File: src/rtl/alarm_annunciator_if.sv
// Alarm annunciator signal bundle: trigger/ack/snooze requests in, buzzer and status out.
// Latency: none (wires only).
// Backpressure: none; pulses and levels are consumed as presented.
interface alarm_annunciator_if;
  logic       alarm_trig;
  logic       ack;
  logic       snooze;
  logic       buzz_out;
  logic       ringing;
  logic       snoozed;
  logic [3:0] snooze_left;

  // Timer/UI side: raises the alarm and delivers the button pulses.
  modport master (
    output alarm_trig, ack, snooze,
    input  buzz_out, ringing, snoozed, snooze_left
  );

  // Annunciator side.
  modport slave (
    input  alarm_trig, ack, snooze,
    output buzz_out, ringing, snoozed, snooze_left
  );
endinterface

File: src/rtl/alarm_annunciator.sv
// Alarm annunciator: beep bursts on a latched alarm level, with snooze countdown and dismiss.
// Latency: buzz_out rises 1 cycle after alarm_trig is sampled high; outputs are Moore.
// Backpressure: none; ack/snooze are single-cycle pulses. Option macro: ANNUNC_SNOOZE_LIMIT_EN.
module alarm_annunciator #(
  parameter int CLK_HZ         = 50_000_000,
  parameter int BEEP_ON_MS     = 200,
  parameter int BEEP_OFF_MS    = 300,
  parameter int BURST_BEEPS    = 4,
  parameter int GAP_MS         = 1000,
  parameter int SNOOZE_S       = 9,
  parameter int TIMEOUT_BURSTS = 20
) (
  input  logic             clk,
  input  logic             resetn,
  alarm_annunciator_if.slave bus
);

  localparam int TICK    = CLK_HZ / 1000;
  localparam int PS_W    = (TICK > 1) ? $clog2(TICK) : 1;
  localparam int MS_MAX1 = (BEEP_ON_MS > BEEP_OFF_MS) ? BEEP_ON_MS : BEEP_OFF_MS;
  localparam int MS_MAX2 = (MS_MAX1 > GAP_MS) ? MS_MAX1 : GAP_MS;
  localparam int MS_MAX  = (MS_MAX2 > 1000) ? MS_MAX2 : 1000;
  localparam int MS_W    = $clog2(MS_MAX);
  localparam int BEEP_W  = $clog2(BURST_BEEPS + 1);
  localparam int BURST_W = $clog2(TIMEOUT_BURSTS + 1);

  localparam logic [PS_W-1:0]    PS_LAST   = PS_W'(TICK - 1);
  localparam logic [MS_W-1:0]    ON_LAST   = MS_W'(BEEP_ON_MS - 1);
  localparam logic [MS_W-1:0]    OFF_LAST  = MS_W'(BEEP_OFF_MS - 1);
  localparam logic [MS_W-1:0]    GAP_LAST  = MS_W'(GAP_MS - 1);
  localparam logic [MS_W-1:0]    SEC_LAST  = MS_W'(999);
  localparam logic [BEEP_W-1:0]  BEEP_MAX  = BEEP_W'(BURST_BEEPS);
  localparam logic [BURST_W-1:0] BURST_MAX = BURST_W'(TIMEOUT_BURSTS);
  localparam logic [3:0]         SNZ_INIT  = 4'(SNOOZE_S);

  typedef enum logic [2:0] {
    IDLE     = 3'd0,
    RING_ON  = 3'd1,
    RING_OFF = 3'd2,
    GAP      = 3'd3,
    SNOOZE   = 3'd4,
    DONE     = 3'd5
  } state_t;

  state_t              state, next_state;
  logic [PS_W-1:0]     ps_cnt;
  logic [MS_W-1:0]     ms_cnt;
  logic [MS_W-1:0]     phase_last;
  logic [BEEP_W-1:0]   beep_cnt;
  logic [BURST_W-1:0]  burst_cnt;
  logic [3:0]          snz_left;
  logic                phase_done;
  logic                ring_st;
  logic                snooze_ok;

  assign ring_st = (state == RING_ON) || (state == RING_OFF) || (state == GAP);

`ifdef ANNUNC_SNOOZE_LIMIT_EN
  logic [1:0] snz_num;

  // After three accepted snoozes in one alarm episode the snooze button stops working.
  assign snooze_ok = bus.snooze && (snz_num != 2'd3);

  // Count accepted snoozes; an episode ends in IDLE.
  always_ff @(posedge clk) begin
    if (!resetn || state == IDLE) begin
      snz_num <= 2'd0;
    end else if (ring_st && next_state == SNOOZE) begin
      snz_num <= snz_num + 2'd1;
    end
  end
`else
  assign snooze_ok = bus.snooze;
`endif

  // Length of the current phase in ms, minus one.
  always_comb begin
    phase_last = '0;
    case (state)
      RING_ON:  phase_last = ON_LAST;
      RING_OFF: phase_last = OFF_LAST;
      GAP:      phase_last = GAP_LAST;
      SNOOZE:   phase_last = SEC_LAST;
      default:  phase_last = '0;
    endcase
  end

  assign phase_done = (ps_cnt == PS_LAST) && (ms_cnt == phase_last);

  // State register.
  always_ff @(posedge clk) begin
    if (!resetn) begin
      state <= IDLE;
    end else begin
      state <= next_state;
    end
  end

  // Next state: trigger loss first, then ack, then snooze, then phase expiry.
  always_comb begin
    next_state = state;
    case (state)
      IDLE: begin
        if (bus.alarm_trig) next_state = RING_ON;
      end
      RING_ON, RING_OFF, GAP: begin
        if (!bus.alarm_trig)   next_state = IDLE;
        else if (bus.ack)      next_state = DONE;
        else if (snooze_ok)    next_state = SNOOZE;
        else if (phase_done) begin
          case (state)
            RING_ON:  next_state = RING_OFF;
            RING_OFF: next_state = (beep_cnt < BEEP_MAX) ? RING_ON : GAP;
            default:  next_state = (burst_cnt == BURST_MAX) ? DONE : RING_ON;
          endcase
        end
      end
      SNOOZE: begin
        if (!bus.alarm_trig)                    next_state = IDLE;
        else if (bus.ack)                       next_state = DONE;
        else if (phase_done && snz_left == 4'd1) next_state = RING_ON;
      end
      DONE: begin
        if (!bus.alarm_trig) next_state = IDLE;
      end
      default: next_state = IDLE;
    endcase
  end

  // Moore output decode from the registered state.
  always_comb begin
    bus.buzz_out    = (state == RING_ON);
    bus.ringing     = ring_st;
    bus.snoozed     = (state == SNOOZE);
    bus.snooze_left = (state == SNOOZE) ? snz_left : 4'd0;
  end

  // ms prescaler and phase ms counter; restart on every transition and each snooze second.
  always_ff @(posedge clk) begin
    if (!resetn || state != next_state || phase_done || state == IDLE || state == DONE) begin
      ps_cnt <= '0;
      ms_cnt <= '0;
    end else if (ps_cnt == PS_LAST) begin
      ps_cnt <= '0;
      ms_cnt <= ms_cnt + 1'b1;
    end else begin
      ps_cnt <= ps_cnt + 1'b1;
    end
  end

  // Beeps within the current burst: counted on leaving RING_ON, cleared at burst end/snooze/idle.
  always_ff @(posedge clk) begin
    if (!resetn || next_state == IDLE || next_state == SNOOZE ||
        (state == RING_OFF && next_state == GAP)) begin
      beep_cnt <= '0;
    end else if (state == RING_ON && next_state == RING_OFF) begin
      beep_cnt <= beep_cnt + 1'b1;
    end
  end

  // Completed bursts toward auto-dismiss; a finished snooze starts the count again.
  always_ff @(posedge clk) begin
    if (!resetn || next_state == IDLE || (state == SNOOZE && next_state == RING_ON)) begin
      burst_cnt <= '0;
    end else if (state == RING_OFF && next_state == GAP) begin
      burst_cnt <= burst_cnt + 1'b1;
    end
  end

  // Snooze seconds remaining: loaded on entry, decremented at each whole second.
  always_ff @(posedge clk) begin
    if (!resetn) begin
      snz_left <= 4'd0;
    end else if (state != SNOOZE && next_state == SNOOZE) begin
      snz_left <= SNZ_INIT;
    end else if (state == SNOOZE && next_state == SNOOZE && phase_done) begin
      snz_left <= snz_left - 4'd1;
    end
  end

endmodule

File: src/flat_wrapper.sv
// flat-port wrapper written by rule: the top's interface ports become plain ports
module alarm_annunciator_flat 
#(
  parameter int CLK_HZ         = 50_000_000,
  parameter int BEEP_ON_MS     = 200,
  parameter int BEEP_OFF_MS    = 300,
  parameter int BURST_BEEPS    = 4,
  parameter int GAP_MS         = 1000,
  parameter int SNOOZE_S       = 9,
  parameter int TIMEOUT_BURSTS = 20
)
  (clk, resetn, bus_alarm_trig, bus_ack, bus_snooze, bus_buzz_out, bus_ringing, bus_snoozed, bus_snooze_left);
  alarm_annunciator_if bus_i ();
  input  logic clk;
  input  logic resetn;
  input wire logic [$bits(bus_i.alarm_trig)-1:0] bus_alarm_trig;
  input wire logic [$bits(bus_i.ack)-1:0] bus_ack;
  input wire logic [$bits(bus_i.snooze)-1:0] bus_snooze;
  output wire logic [$bits(bus_i.buzz_out)-1:0] bus_buzz_out;
  output wire logic [$bits(bus_i.ringing)-1:0] bus_ringing;
  output wire logic [$bits(bus_i.snoozed)-1:0] bus_snoozed;
  output wire logic [$bits(bus_i.snooze_left)-1:0] bus_snooze_left;
  assign bus_i.alarm_trig = bus_alarm_trig;
  assign bus_i.ack = bus_ack;
  assign bus_i.snooze = bus_snooze;
  assign bus_buzz_out = bus_i.buzz_out;
  assign bus_ringing = bus_i.ringing;
  assign bus_snoozed = bus_i.snoozed;
  assign bus_snooze_left = bus_i.snooze_left;
  alarm_annunciator #(.CLK_HZ(CLK_HZ), .BEEP_ON_MS(BEEP_ON_MS), .BEEP_OFF_MS(BEEP_OFF_MS), .BURST_BEEPS(BURST_BEEPS), .GAP_MS(GAP_MS), .SNOOZE_S(SNOOZE_S), .TIMEOUT_BURSTS(TIMEOUT_BURSTS)) u_core (.clk(clk), .resetn(resetn), .bus(bus_i));
endmodule
File: config.mk
export PLATFORM = sky130hd
export DESIGN_NAME = alarm_annunciator_flat
export DESIGN_NICKNAME = d
export VERILOG_FILES = /design/src/rtl/alarm_annunciator_if.sv /design/src/rtl/alarm_annunciator.sv /design/src/flat_wrapper.sv
export SDC_FILE = /design/constraint.sdc
export NUM_CORES = 1
export LEC_CHECK = 0
export BUFFER_PORTS_ARGS = -buffer_cell sky130_fd_sc_hd__buf_2
export CAP_MARGIN = 20
export CORE_ASPECT_RATIO = 0.8
export CORE_MARGIN = 1
export CORE_UTILIZATION = 30
export CTS_CLUSTER_SIZE = 8
export DETAILED_ROUTE_END_ITERATION = 8
export PLACE_DENSITY_LB_ADDON = 0.15
export SLEW_MARGIN = 20
export SYNTH_ARGS = -nofsm -noshare
export SYNTH_HDL_FRONTEND = slang
export SYNTH_SLANG_ARGS = --single-unit
File: constraint.sdc
create_clock -name clk -period 2.9 [get_ports clk]
set_input_delay 0.29 -clock clk [delete_from_list [all_inputs] [get_ports clk]]
set_output_delay 0.29 -clock clk [all_outputs]
set_load 0.03 [all_outputs]
Yosys cells after proc, flatten, opt, wreduce, memory -nomap -nowiden
Cells that the tools add are included.
Cells by class
  bitwise logic cells: 1
  shifts and indexed selects: 0
  multiply operators: 0
  divide/modulo/power cells: 0
  reductions and logical operators: 26
  eq/ne operators: 15
  multiplexer cells: 17
  magnitude comparators: 1
  $add $sub $neg: 5
Operator list (count)
  $mux W3: 10
  $pmux W10 S3: 1
  $add A16 B1 Y16 const B: 1
  $eq A16 B16 Y1 const B: 1
  $eq A3 B2 Y1 const B: 4
  $mux W4: 3
  $pmux W3 S4: 1
  $add A10 B1 Y10 const B: 1
  $eq A10 B10 Y1: 1
  $logic_or A1 B1 Y1: 10
  $eq A3 B3 Y1 const B: 3
  $logic_and A1 B1 Y1: 8
  $eq A3 B1 Y1 const B: 2
  $logic_not A3 Y1: 2
  $pmux W3 S2: 1
  $reduce_or A2 Y1: 3
  $add A5 B1 Y5 const B: 1
  $eq A5 B5 Y1 const B: 1
  $eq A4 B1 Y1 const B: 1
  $sub A4 B1 Y4 const B: 1
  $add A3 B1 Y3 const B: 1
  $lt A3 B3 Y1 const B: 1
  $ne A3 B3 Y1: 1
  $ne A3 B3 Y1 const B: 1
  5 further kinds: 5
Storage, ports and cells
  register bits after elaboration: 41
  output and inout port bits: 7
  RAM bits: 0
  latch bits: 0
  input port bits: 5
  memory bits (read-only): 0
  memories: 0

Longest topological paths before layout
  depth in word-level cells: 16
  gate-level depth with buffers: 12
  gate-level depth less buffers: 9

Worst setup path after synthesis
Ideal clock, no wire load.
  kind: register to register
  start: register u_core.state[2]
  end: register u_core.ps_cnt[14]
  arrival: 3.134 ns
  stages on the path, launching flop included: 13
  setup slack: -0.307 ns
  data required time: 2.826 ns
  path through: dfxtp_1 -> or3b_1 -> buf_6 -> inv_4 -> a211o_4 -> a22oi_4 -> nor4_4 -> mux2i_1 -> nor3_1 -> or4b_1 -> buf_2 -> buf_6 -> nor3_2
On the way
  cells in the longest elaborated chain, start to end: 16
  elaborated cells on any way between the ends: 29
  those cells by class: eq/ne: 7; mux: 12; reduce/logical: 10
Ends and longest elaborated chain
  start: declaration: RTL line alarm_annunciator.sv:45  | state_t state, next_state;
  start signal: assignment: RTL line alarm_annunciator.sv:95  | state <= next_state;
  $eq A3 B3 Y1 (*)
  named net bus_snoozed: RTL line flat_wrapper.sv:21  | output wire logic [$bits(bus_i.snoozed)-1:0] bus_snoozed;
  $reduce_or A2 Y1 (no line)
  $pmux W10 S3: RTL line alarm_annunciator.sv:79  | case (state)
  $eq A10 B10 Y1: RTL line alarm_annunciator.sv:88  | assign phase_done = (ps_cnt == PS_LAST) && (ms_cnt == phase_last);
  $logic_and A1 B1 Y1: RTL line alarm_annunciator.sv:88
  $mux W3 or $logic_and A1 B1 Y1 (tied branches): RTL line alarm_annunciator.sv:110, alarm_annunciator.sv:121
  $mux W3, on equally long branches: RTL line alarm_annunciator.sv:109, alarm_annunciator.sv:121
  $mux W3, on equally long branches: RTL line alarm_annunciator.sv:108, alarm_annunciator.sv:120
  $mux W3, on equally long branches: RTL line alarm_annunciator.sv:107, alarm_annunciator.sv:119
  $pmux W3 S4: RTL line alarm_annunciator.sv:102  | case (state)
  $ne A3 B3 Y1: RTL line alarm_annunciator.sv:140  | if (!resetn || state != next_state || phase_done || state == IDLE || state == DONE) begin
  $logic_or A1 B1 Y1: RTL line alarm_annunciator.sv:140
  $logic_or A1 B1 Y1 (*) (3 in a row): RTL line alarm_annunciator.sv:140
  $reduce_or A2 Y1 (no line) (*)
  end signal: assignment: RTL line alarm_annunciator.sv:147  | ps_cnt <= ps_cnt + 1'b1;
  end: declaration: RTL line alarm_annunciator.sv:46  | logic [PS_W-1:0] ps_cnt;
Mark *: on every way through the listed nets, which the timed path passes. The rest lies on a longest branch.
A chain may end at the register's enable or synchronous reset.

Final worst setup path
  start: register u_core.ps_cnt[13]
  end: register u_core.ps_cnt[9]
On the way
  cells in the longest elaborated chain, start to end: 13
  elaborated cells on any way between the ends: 17
  those cells by class: eq/ne: 2; mux: 8; reduce/logical: 7
Ends and longest elaborated chain (RTL line)
  $eq A16 B16 Y1 (*): alarm_annunciator.sv:88, alarm_annunciator.sv:143
  $logic_and A1 B1 Y1: alarm_annunciator.sv:88
  $mux W3 or $logic_and A1 B1 Y1 (tied branches): alarm_annunciator.sv:110, alarm_annunciator.sv:121
  $mux W3, on equally long branches: alarm_annunciator.sv:109, alarm_annunciator.sv:121
  $mux W3, on equally long branches: alarm_annunciator.sv:108, alarm_annunciator.sv:120
  $mux W3, on equally long branches: alarm_annunciator.sv:107, alarm_annunciator.sv:119
  $pmux W3 S4: alarm_annunciator.sv:102
  $ne A3 B3 Y1: alarm_annunciator.sv:140
  $logic_or A1 B1 Y1 (4 in a row): alarm_annunciator.sv:140
  $reduce_or A2 Y1 (no line) (*)
Mark *: on every way between the ends. The rest lies on a longest branch, timed or not.

==> impl_metrics.csv <==
group,metric,value,unit
min_path,hp-class,"input pin to flip-flop",
clocking,clock_path_buffers,2,
timing,final_max_slew_viol_count,0,
global_route,antenna_found_initial,0,
floorplanning,io_pins,12,
global_route,grt_max_degree,27,
finish,area_delta_synth_final,27.3,%
floorplanning,num_rows,28,
outcome,status,"finished, final reports clean",
floorplanning,initial_utilization,0.317,
power,power,1.03,mW
timing,finalCritPeriodShare,0.972,
place,post_dp_cell_area,2900,µm²
synth,synth_fp_nets,308,
routing,drcViolationCount,0,
job,drv_cap,0,
worst_setup_path,crit_path_start_kind,"flip-flop",
finish,fin_nets,356,
synth,synth_edf_count,0,
power,p_leak,1.10,nW
synth,synth_area,2410,µm²
finish,diodes,0,
floorplanning,die_w,102,µm
routing,vias,2190,
global_route,overflow,0,
synth,synthCells,296,
worst_setup_path,critPathArrivalTime,3.03,ns
worst_setup_path,r2r-start,"u_core.ps_cnt[13]",
finish,drive_above_1_share,0.258,
global_route,grt_util_met1,0.208,
place,globalplace.congestion,0.775,
worst_setup_path,crit_fanout,26,
routing,viasPerCell,4.87,
clocking,cts.reportedPaths.clkPinSlew,0.09,ns
timing,finClkSkew,0.0146,ns
place,placedCellCount,439,
floorplanning,die-area,8400,µm²
worst_setup_path,cp-end-kind,"flip-flop",
place,dp_hpwl,4.43,mm
routing,wire_per_inst,12.9,µm
synth,yosysWarnings,0,
timing,max_freq,355,MHz
finish,multi_input_area,1610,µm²
place,numPortBuffers,11,
global_route,busiest_layer,"met2",
routing,drtPass1Iterations,4,
finish,postLayoutCellArea,3070,µm²
power,ir_drop,0.000206,V
timing,period_minus_slack,2.82,ns
synth,synth_cell_types,55,
synth,ys_async_sr_fraction,0,
worst_setup_path,required,3.11,ns
floorplanning,dieHeight,82.2,µm
routing,finalWirelength,5.80,mm
floorplanning,fp.coreArea,7600,µm²
clocking,clock_sinks,41,
synth,ys_seq_area_frac,0.341,
clocking,htreeDepth,2,
clocking,cts-root-buf,"clkbuf_8",
finish,instances_no_fill,450,
synth,avgSynthCellArea,8.14,µm²
global_route,use_met3,0.0311,
timing,rsz0062_at_grt,"yes",
timing,slew-limit-headroom,0.578,
global_route,grt_pass1_vias,2033,
global_route,track_usage,0.148,
power,power.density,336,nW/µm²
worst_setup_path,crit_path_start,"u_core.ps_cnt[13]",
finish,most-common-layout-cells,"nor2_1 (47), buf_4 (39), dfxtp_1 (36), nand2_1 (21), xor2_1 (16)",
timing,worst_pin_slew,0.627,ns
synth,ys.flop_type,"dfxtp_1",
worst_setup_path,timing_worst_setup_path_type,"flip-flop to flip-flop",
finish,fillers,795,
routing,drt-initial-drc-count,62,
global_route,grt_util_met2,0.228,
clocking,cts_tree,"built",
finish,layout_commonest_cell,"nor2_1",
clocking,postCtsHoldBufs,0,
global_route,grt_first_pass_wirelength,9.64,mm
synth,ys_ff_latch,41,
routing,antenna_left,0,
clocking,clk_latency,0.30,ns
clocking,cts-buffers-inserted,5,
timing,hold_viol_final,0,
finish,seq_area,827,µm²
min_path,hp-start,"resetn",
timing,tns,0,ns
timing,setup_viol,0,
==> cells by family after synthesis <==
family | Yosys count | synth area share
multiplexers | 3 | 0.0125
AND/OR/NAND/NOR | 151 | 0.335
buffers and inverters | 21 | 0.0426
AO/OA/AOI/OAI | 44 | 0.127
adder cells (fa/ha/maj) | 7 | 0.0363
XOR/XNOR | 29 | 0.105
flip-flops | 41 | 0.341
==> per-layer routing <==
metal	share of wire	wire [µm]	up-vias
li1	-	-	1135
met2	0.43	2470	26
met1	0.53	3060	1024
met3	0.037	213	5
met5	0	0	-
met4	0.0091	53	0
==> final timing paths <==
check | depth (start not counted) | slack (ns) | endpoint
setup / recovery | 10 | 0.08 | u_core.ps_cnt[9]
hold / removal | 2 | 0.32 | u_core.snz_left[3]
setup reg to reg | 10 | 0.08 | u_core.ps_cnt[9]
hold reg to reg | 1 | 0.46 | u_core.ps_cnt[0]
==> cells in the mapped netlist (2+ instances only) <==
| cell | number | area [µm²] |
|---|---|---|
| nor4b_1 | 4 | 35.0 |
| and4b_1 | 2 | 20.0 |
| dfxtp_1 | 41 | 821 |
| a21oi_1 | 9 | 45.0 |
| mux2i_1 | 3 | 30.0 |
| xnor2_1 | 13 | 114 |
| ha_1 | 7 | 87.6 |
| a211oi_1 | 2 | 15.0 |
| clkbuf_1 | 5 | 18.8 |
| nor3b_1 | 2 | 15.0 |
| nand4b_1 | 2 | 17.5 |
| nand2_1 | 21 | 78.8 |
| nor2_1 | 49 | 184 |
| nor4bb_1 | 3 | 30.0 |
| or3_1 | 2 | 12.5 |
| nor2b_1 | 3 | 18.8 |
| nand2b_1 | 2 | 12.5 |
| nand3_1 | 15 | 75.1 |
| buf_6 | 2 | 22.5 |
| o21bai_1 | 3 | 22.5 |
| o22ai_1 | 3 | 18.8 |
| buf_2 | 2 | 10.0 |
| and3_1 | 6 | 37.5 |
| o211ai_1 | 2 | 15.0 |
| nand4_1 | 3 | 18.8 |
| nor3_2 | 3 | 30.0 |
| nand3b_1 | 3 | 22.5 |
| o21ai_0 | 11 | 55.1 |
| or2_2 | 2 | 12.5 |
| and2_1 | 7 | 43.8 |
| inv_1 | 10 | 37.5 |
| xor2_1 | 16 | 140 |
| nor3_1 | 16 | 80.1 |
==> repair_timing <==
action / in CTS / in global routing
cloned: 0 / 0
setup endpoints to repair: 15 / 20
buffers inserted: 0 / 3
resized for setup: 4 / 9
pin swaps: 1 / 1
==> cell type report <==
class                   instances  share of cell area
multi-input cells             234               0.523
flip-flops and latches         41               0.270
repair buffers                 51               0.120
well taps                     105              0.0428
clock buffers                   6              0.0237
inverters                      11              0.0159
clock inverters                 2             0.00489
==> report_power, final <==
part           switching [mW]  total [mW]  leakage (nW)  internal, mW
registers             0.00232       0.567         0.333         0.565
logic                  0.0530      0.0876         0.732        0.0346
clock network           0.208       0.378        0.0374         0.170
==> flip-flops by register name, summed over array words and instances (netlist names) <==
name	cells
u_core.snz_left	4
u_core.ps_cnt	16
u_core.burst_cnt	5
u_core.state	3
u_core.beep_cnt	3
u_core.ms_cnt	10
==> worst max-delay path: stages (launching register included) <==
cell and delay (ns):
dfxtp_2 0.36, nor4bb_4 0.27, buf_4 0.15, nand4b_1 0.13, nand3b_1 0.24, nor4_4 0.40, mux2i_4 0.29, nor3_1 0.06
or4b_4 0.49, buf_12 0.18, nor3_1 0.16
==> through the flow <==
stage / hold WS [ns] / utilization / worst slack [ns]
finish: 0.324 / 0.404 / 0.0801
global route: 0.319 / 0.404 / -0.0976
CTS: 0.312 / 0.395 / 0.0223
detailed placement: 0.444 / 0.382 / -0.0742
global placement: 0.445 / 0.382 / -0.0730
floorplan: 0.412 / - / -0.0228
Power figures use the tool's default switching activity.
